--- src/rtl/m_ctrl.sv ---
// Multicycle MIPS control unit: Moore FSM sequencing IF/ID/EX/MEM/WB and driving
// every datapath select and write strobe; memory not-ready stalls the sequence.
module m_ctrl #(
    parameter int ST_W = 5
) (
    input  logic            clk,
    input  logic            reset,
    input  logic [31:0]     Inst_in,
    input  logic            zero,
    input  logic            MIO_ready,
    output logic            ALUSrcA,
    output logic [1:0]      ALUSrcB,
    output logic [2:0]      ALU_operation,
    output logic            Branch,
    output logic            IorD,
    output logic            IRWrite,
    output logic [1:0]      MemtoReg,
    output logic [1:0]      PCSource,
    output logic            PCWrite,
    output logic            PCWriteCond,
    output logic [1:0]      RegDst,
    output logic            RegWrite,
    output logic            MemRead,
    output logic            MemWrite,
    output logic            CPU_MIO,
    output logic            illegal,
    output logic [ST_W-1:0] state
);

    typedef enum logic [ST_W-1:0] {
        S_IF  = ST_W'(0),
        S_ID  = ST_W'(1),
        S_MA  = ST_W'(2),
        S_MR  = ST_W'(3),
        S_WBL = ST_W'(4),
        S_MW  = ST_W'(5),
        S_EXR = ST_W'(6),
        S_WBR = ST_W'(7),
        S_BEQ = ST_W'(8),
        S_JMP = ST_W'(9),
        S_EXI = ST_W'(10),
        S_WBI = ST_W'(11),
        S_JAL = ST_W'(12),
        S_ILL = ST_W'(13)
    } state_t;

    localparam logic [2:0] ALU_AND = 3'b000;
    localparam logic [2:0] ALU_OR  = 3'b001;
    localparam logic [2:0] ALU_ADD = 3'b010;
    localparam logic [2:0] ALU_XOR = 3'b011;
    localparam logic [2:0] ALU_NOR = 3'b100;
    localparam logic [2:0] ALU_SRL = 3'b101;
    localparam logic [2:0] ALU_SUB = 3'b110;
    localparam logic [2:0] ALU_SLT = 3'b111;

    localparam logic [5:0] OP_RTYPE = 6'b000000;
    localparam logic [5:0] OP_LW    = 6'b100011;
    localparam logic [5:0] OP_SW    = 6'b101011;
    localparam logic [5:0] OP_BEQ   = 6'b000100;
    localparam logic [5:0] OP_J     = 6'b000010;
    localparam logic [5:0] OP_JAL   = 6'b000011;
    localparam logic [5:0] OP_ADDI  = 6'b001000;
    localparam logic [5:0] OP_ANDI  = 6'b001100;
    localparam logic [5:0] OP_ORI   = 6'b001101;
    localparam logic [5:0] OP_SLTI  = 6'b001010;

    state_t     state_q, state_d;
    logic [5:0] opcode, funct;
    logic       ir_wr, pc_wr, pc_wc, reg_wr, mem_rd, mem_wr;
    logic       strobe_en;
    logic       unused_ok;

    assign opcode    = Inst_in[31:26];
    assign funct     = Inst_in[5:0];
    assign unused_ok = ^{zero, Inst_in[25:6]};

    function automatic logic r_supported(input logic [5:0] f);
        case (f)
            6'b100000, 6'b100010, 6'b100100, 6'b100101,
            6'b100110, 6'b100111, 6'b101010, 6'b000010: r_supported = 1'b1;
            default:                                    r_supported = 1'b0;
        endcase
    endfunction

    function automatic logic [2:0] r_alu(input logic [5:0] f);
        case (f)
            6'b100010: r_alu = ALU_SUB;
            6'b100100: r_alu = ALU_AND;
            6'b100101: r_alu = ALU_OR;
            6'b100110: r_alu = ALU_XOR;
            6'b100111: r_alu = ALU_NOR;
            6'b101010: r_alu = ALU_SLT;
            6'b000010: r_alu = ALU_SRL;
            default:   r_alu = ALU_ADD;
        endcase
    endfunction

    function automatic logic [2:0] i_alu(input logic [5:0] op);
        case (op)
            OP_ANDI: i_alu = ALU_AND;
            OP_ORI:  i_alu = ALU_OR;
            OP_SLTI: i_alu = ALU_SLT;
            default: i_alu = ALU_ADD;
        endcase
    endfunction

    always_comb begin
        state_d       = S_IF;
        ALUSrcA       = 1'b0;
        ALUSrcB       = 2'd0;
        ALU_operation = ALU_AND;
        Branch        = 1'b0;
        IorD          = 1'b0;
        MemtoReg      = 2'd0;
        PCSource      = 2'd0;
        RegDst        = 2'd0;
        illegal       = 1'b0;
        ir_wr         = 1'b0;
        pc_wr         = 1'b0;
        pc_wc         = 1'b0;
        reg_wr        = 1'b0;
        mem_rd        = 1'b0;
        mem_wr        = 1'b0;
        case (state_q)
            S_IF: begin
                mem_rd        = 1'b1;
                ir_wr         = 1'b1;
                ALUSrcB       = 2'd1;
                ALU_operation = ALU_ADD;
                pc_wr         = 1'b1;
                state_d       = S_ID;
            end
            S_ID: begin
                ALUSrcB       = 2'd3;
                ALU_operation = ALU_ADD;
                case (opcode)
                    OP_RTYPE:                          state_d = r_supported(funct) ? S_EXR : S_ILL;
                    OP_LW, OP_SW:                      state_d = S_MA;
                    OP_BEQ:                            state_d = S_BEQ;
                    OP_J:                              state_d = S_JMP;
                    OP_JAL:                            state_d = S_JAL;
                    OP_ADDI, OP_ANDI, OP_ORI, OP_SLTI: state_d = S_EXI;
                    default:                           state_d = S_ILL;
                endcase
            end
            S_MA: begin
                ALUSrcA       = 1'b1;
                ALUSrcB       = 2'd2;
                ALU_operation = ALU_ADD;
                state_d       = (opcode == OP_LW) ? S_MR : S_MW;
            end
            S_MR: begin
                mem_rd  = 1'b1;
                IorD    = 1'b1;
                state_d = S_WBL;
            end
            S_WBL: begin
                MemtoReg = 2'd1;
                reg_wr   = 1'b1;
            end
            S_MW: begin
                mem_wr = 1'b1;
                IorD   = 1'b1;
            end
            S_EXR: begin
                ALUSrcA       = 1'b1;
                ALU_operation = r_alu(funct);
                state_d       = S_WBR;
            end
            S_WBR: begin
                RegDst = 2'd1;
                reg_wr = 1'b1;
            end
            // Branch compares rs and rt by subtraction; the datapath qualifies the PC write with zero
            S_BEQ: begin
                ALUSrcA       = 1'b1;
                ALU_operation = ALU_SUB;
                pc_wc         = 1'b1;
                Branch        = 1'b1;
                PCSource      = 2'd1;
            end
            S_JMP: begin
                PCSource = 2'd2;
                pc_wr    = 1'b1;
            end
            S_EXI: begin
                ALUSrcA       = 1'b1;
                ALUSrcB       = 2'd2;
                ALU_operation = i_alu(opcode);
                state_d       = S_WBI;
            end
            S_WBI: begin
                reg_wr = 1'b1;
            end
            S_JAL: begin
                RegDst   = 2'd2;
                MemtoReg = 2'd2;
                reg_wr   = 1'b1;
                PCSource = 2'd2;
                pc_wr    = 1'b1;
            end
            S_ILL: begin
                illegal = 1'b1;
            end
            default: state_d = S_IF;
        endcase
        if (!MIO_ready) begin
            state_d = state_q;
        end
    end

    // Strobes are masked combinationally so a stall or reset never lets a write through
    assign strobe_en   = MIO_ready & ~reset;
    assign IRWrite     = ir_wr  & strobe_en;
    assign PCWrite     = pc_wr  & strobe_en;
    assign PCWriteCond = pc_wc  & strobe_en;
    assign RegWrite    = reg_wr & strobe_en;
    assign MemRead     = mem_rd & strobe_en;
    assign MemWrite    = mem_wr & strobe_en;
    assign CPU_MIO     = MemRead | MemWrite;
    assign state       = state_q;

    always_ff @(posedge clk or posedge reset) begin
        if (reset) begin
            state_q <= S_IF;
        end else begin
            state_q <= state_d;
        end
    end

endmodule

--- config.mk ---
export PLATFORM = sky130hd
export DESIGN_NAME = m_ctrl
export DESIGN_NICKNAME = d
export VERILOG_FILES = /design/src/rtl/m_ctrl.sv
export SDC_FILE = /design/constraint.sdc
export NUM_CORES = 1
export LEC_CHECK = 0
export CORE_ASPECT_RATIO = 0.8
export CORE_MARGIN = 2
export CORE_UTILIZATION = 37
export CTS_BUF_LIST = sky130_fd_sc_hd__clkbuf_8 sky130_fd_sc_hd__clkbuf_16
export CTS_CLUSTER_SIZE = 12
export DETAILED_ROUTE_END_ITERATION = 8
export GPL_TIMING_DRIVEN = 0
export PLACE_DENSITY = 0.86
export SLEW_MARGIN = 10
export SYNTH_ARGS = -nofsm -noshare
export SYNTH_HDL_FRONTEND = slang
export SYNTH_SLANG_ARGS = --single-unit
export TNS_END_PERCENT = 5
--- constraint.sdc ---
create_clock -name clk -period 2.6 [get_ports clk]
set_input_delay 0.26 -clock clk [delete_from_list [all_inputs] [get_ports clk]]
set_output_delay 0.26 -clock clk [all_outputs]
set_load 0.01 [all_outputs]
After elaboration in Yosys (flattened, before gate mapping)
Index checks and enable logic that the tools add are counted.
{ "totals": {"ff_bits": 5, "input_bits": 36, "output_inout_bits": 27, "elab_cells": 76} }
{ "op_classes": {"eq_ne": 30, "muxes": 23, "bitwise_logic": 9, "n_reduce_logical": 13} }
{ "ops": {"columns": ["cell", "n"], "rows": [
  ["$eq A6 B6 Y1 const B", 9],
  ["$pmux W4 S6", 2],
  ["$eq A5 B4 Y1 const B", 6],
  ["$eq A6 B4 Y1 const B", 4],
  ["$pmux W3 S7", 1],
  ["$eq A5 B3 Y1 const B", 4],
  ["$eq A6 B2 Y1 const B", 3],
  ["$mux W1", 12],
  ["$pmux W2 S2", 3],
  ["$pmux W3 S4", 1],
  ["$reduce_or A4 Y1", 3],
  ["$eq A5 B2 Y1 const B", 2],
  ["$reduce_or A2 Y1", 5],
  ["$pmux W3 S3", 1],
  ["$reduce_or A8 Y1", 1],
  ["$and A1 B1 Y1", 7],
  ["$eq A6 B3 Y1 const B", 1],
  ["$logic_not A6 Y1", 1],
  ["$pmux W2 S3", 1],
  ["$reduce_or A3 Y1", 2],
  ["$eq A5 B1 Y1 const B", 1],
  ["$logic_not A5 Y1", 1],
  ["$mux W4", 1],
  ["$mux W3", 1],
  ["2 further kinds", 2]
]} }

Logic depth before layout (Yosys ltp)
{ "depth": {"word_depth": 8, "ltp_mapped": 6, "depth_no_buf": 5} }

Least setup slack after synthesis
OpenSTA, ideal clock, no wires.
{ "synth_timing": {"path_kind": "register -> output", "from": "reg state_q[3] (netlist: state[3])", "to": "out PCWrite", "arrival_time_ns": 1.490, "t_required_ns": 2.340, "path_slack_ns": 0.850, "stages_incl_launch_ff": 4, "n_path_buf": 0, "cell_sequence": "dfrtp_1 > nor3_1 > nor3b_1 > a31o_2"} }
{ "synth_via": {"elab_chain_len": 4} }
{ "synth_lines": {"columns": ["item", "line_no", "text"], "rows": [
  ["start, declared", "67", "state_t state_q, state_d;"],
  ["start signal, assigned", "227", "state_q <= state_d;"],
  ["$eq A5 B4 Y1 or $logic_not A5 Y1 (tied branches)", "124", "case (state_q)"],
  ["$reduce_or A3 Y1 (no line) (*)", null, null],
  ["$mux W1 (*)", "124", null],
  ["$and A1 B1 Y1 (*)", "215", "assign PCWrite = pc_wr & strobe_en;"],
  ["end, declared", "19", "output logic PCWrite,"]
]} }
Every way passes the cells marked *; elsewhere a longest branch is shown, timed or not.

Final worst setup path
{ "layout_timing": {"from": "in Inst_in[0]", "to": "out ALU_operation[1]"} }
{ "layout_via": {"elab_chain_len": 3} }
{ "layout_lines": {"columns": ["item", "line_no", "text"], "rows": [
  ["start, declared", "8", "input logic [31:0] Inst_in,"],
  ["$eq A6 B2 Y1 or $eq A6 B6 Y1 (tied branches)", "86", "case (f)"],
  ["$pmux W3 S7 (*)", "86", null],
  ["$pmux W3 S4 (*)", "124", null],
  ["end, declared", "13", "output logic [2:0] ALU_operation,"]
]} }
Marks and branches as above.

==> run metrics <==
skew final 0.00156 ns; die area 2700 sq um; gpl congestion 0.886; Psw 0.411 mW; clk root buf clkbuf_8; synthesized cell area 852 sq um; largest net degree at the start of global routing 11; combinational share of power 0.732; fin crit period 2.47 ns; syn nets 164; worst hold path type input pin to asynchronous set/reset pin; Switching Fraction 0.430; area leader, netlist dfrtp_1; Die Ht 46.9 um; FMAX 404 MHz; Hold-fix buffers, CTS 0; Setup TNS 0 ns; TritonCTS Buffers 3; Setup crit start kind input pin; sequential area share after synthesis 0.117; placed cell count 188; Residual DRC 0; Synth Instances 128; synth-to-layout area growth 50.2%; global-route wire length before repair 4280 um; ratio of cells with drive above 1 in the final layout 0.114; Antenna Nets Post-Route 0; Setup-failing EPs final 0; Critical Path RT 2.34 ns; worst setup slack after placement 0.117 ns; Hold Fails Final Rpt 0; Critical Path Sink Type output port; final hold slack 0.324 ns; DP Area 1230 sq um; Ys Warns 0; GRT Util Overall 0.202; # IOs 63; leak pwr 0.477 nW; Clock transition at path regs 0.03 ns; PwrDens 747 nW/um^2; top cells by count, synth 16 x nor2_1, 11 x nand2_1, 10 x nor3_1; grt met2 use 0.350; H-tree Lvls 1; internal power 0.545 mW; final non-filler cell total 191; Initial DRC Count 50; Top FF cell, synth dfrtp_1; register bit count reported by yosys 4; nets 204; Max Root-Sink Buffers 2; Post-synth EDFFs 0; Skew-Pair Late Insertion Delay 0.22 ns; Most Crowded Layer GR met2; crit path max fanout 5; Die X 57.7 um; IO buf count 35; Vias 1,082; Reg2Reg Depth 5; detailed placer's ending HPWL 2070 um; drt total wl 2580 um; post-route design area 1280 sq um; Avg Cell Area, Syn 6.66 sq um; post-synthesis cell type count 46; VDD IR max 0.562 mV; Tcrit/Tclk final 0.952; diode count 0; Reg power frac 0.130; DR vias/cell 5.66; max-slew violation count 0; Rows 15; M3 GR Usage 0.0523; CTS tree built; count leader, synth nor2_1; DR WL/cell 13.5 um; Clock Sinks 4; initial core utilization 0.395; Core ar. 2160 sq um; M1 GR Usage 0.268; Power Total 0.957 mW; RSZ-0062 raised after global routing no; Area contributors post-synth dfrtp_1 12%, nor2_1 7.0%, nand2b_1 6.6%; kind of critical path input pin to output port; Largest register FFs 4; Synth async-reset ratio 1.00; initial antenna violation count 0; Final Core Density 0.593; top cell type's share of synthesized area 0.117; Data arrival, critical path 2.21 ns; status complete, no violations; grt ovf 0; max-cap violations 0; vias in the first global route 983; DR pass1 iterations 4; PnR worst setup slack 0.126 ns; Clk pwr share 0.138
critical path, cell delays in order:
cell and delay [ns]:
clkdlybuf4s50_1 0.57, nor2b_4 0.23, nor3_1 0.07, a21oi_1 0.12, nor3_1 0.07, o32ai_1 0.30
clkdlybuf4s50_1 0.60
path summary, 6_finish.rpt:
kind                                        end  slack [ns]                  from
setup reg to reg           state[1]$_DFFE_PP0P_        1.09  state[2]$_DFFE_PP0P_
hold / removal             state[2]$_DFFE_PP0P_        0.32                 reset
hold reg to reg            state[2]$_DFFE_PP0P_        0.74  state[2]$_DFFE_PP0P_
max in group asynchronous  state[1]$_DFFE_PP0P_        2.08                 reset
setup / recovery               ALU_operation[1]        0.13            Inst_in[0]
min in group clk           state[2]$_DFFE_PP0P_        0.38             MIO_ready
cells by family after synthesis:
kind of cell           Yosys count  share of synthesized area
XOR/XNOR                         3                     0.0308
other                            1                    0.00440
AO/OA/AOI/OAI                   34                      0.304
AND/OR/NAND/NOR                 70                      0.446
flip-flops                       4                      0.117
buffers and inverters           16                     0.0969
layout by cell type (no fill, tap or decap), types with 2 or more instances in the layout:
master | netlist | layout
nor4_1 | 4 | 4
nor3_1 | 10 | 10
buf_4 | 3 | 3
o211ai_1 | 2 | 2
buf_2 | 3 | 3
nand2b_1 | 9 | 9
nor3b_1 | 2 | 2
nand3_1 | 2 | 2
dfrtp_1 | 4 | 4
a21oi_1 | 6 | 6
nand2_1 | 11 | 11
nand3b_1 | 2 | 2
xor2_1 | 2 | 2
o21a_1 | 2 | 2
nor2_1 | 16 | 16
a21o_1 | 2 | 2
clkbuf_8 | 0 | 3
inv_1 | 2 | 2
inv_2 | 2 | 2
nor2b_1 | 4 | 4
clkbuf_1 | 5 | 5
a31oi_1 | 2 | 2
o21ai_0 | 7 | 7
and3_1 | 3 | 3
clkdlybuf4s50_1 | 0 | 35
cell type report:
| cell class | count | area [sq um] |
|---|---|---|
| Fill cell | 204 | 878 |
| Multi-Input combinational cell | 108 | 674 |
| Timing Repair Buffer | 35 | 350 |
| Sequential cell | 4 | 100 |
| Buffer | 12 | 67.6 |
| Clock buffer | 3 | 41.3 |
| Tap cell | 25 | 31.3 |
| Inverter | 4 | 15.0 |
layer usage:
| layer | vias up | routed length (um) |
|---|---|---|
| met3 | 0 | 192 |
| met2 | 41 | 1190 |
| li1 | 544 | - |
| met5 | - | 0 |
| met1 | 497 | 1200 |
| met4 | 0 | 0 |
power groups by stage:
stage	clock network, mW	logic [mW]	registers, mW
after floorplan	0	0.379	0.127
after detailed placement	0	0.695	0.126
after global placement	0	0.678	0.126
final	0.132	0.700	0.124
after global routing	0.139	0.759	0.133
after CTS	0.135	0.698	0.125
repair_timing:
action,CTS,global route
resized for setup,0,1
endpoints found under the setup margin,0,1
buffers inserted,0,0
(Power assumes the default switching activity.)
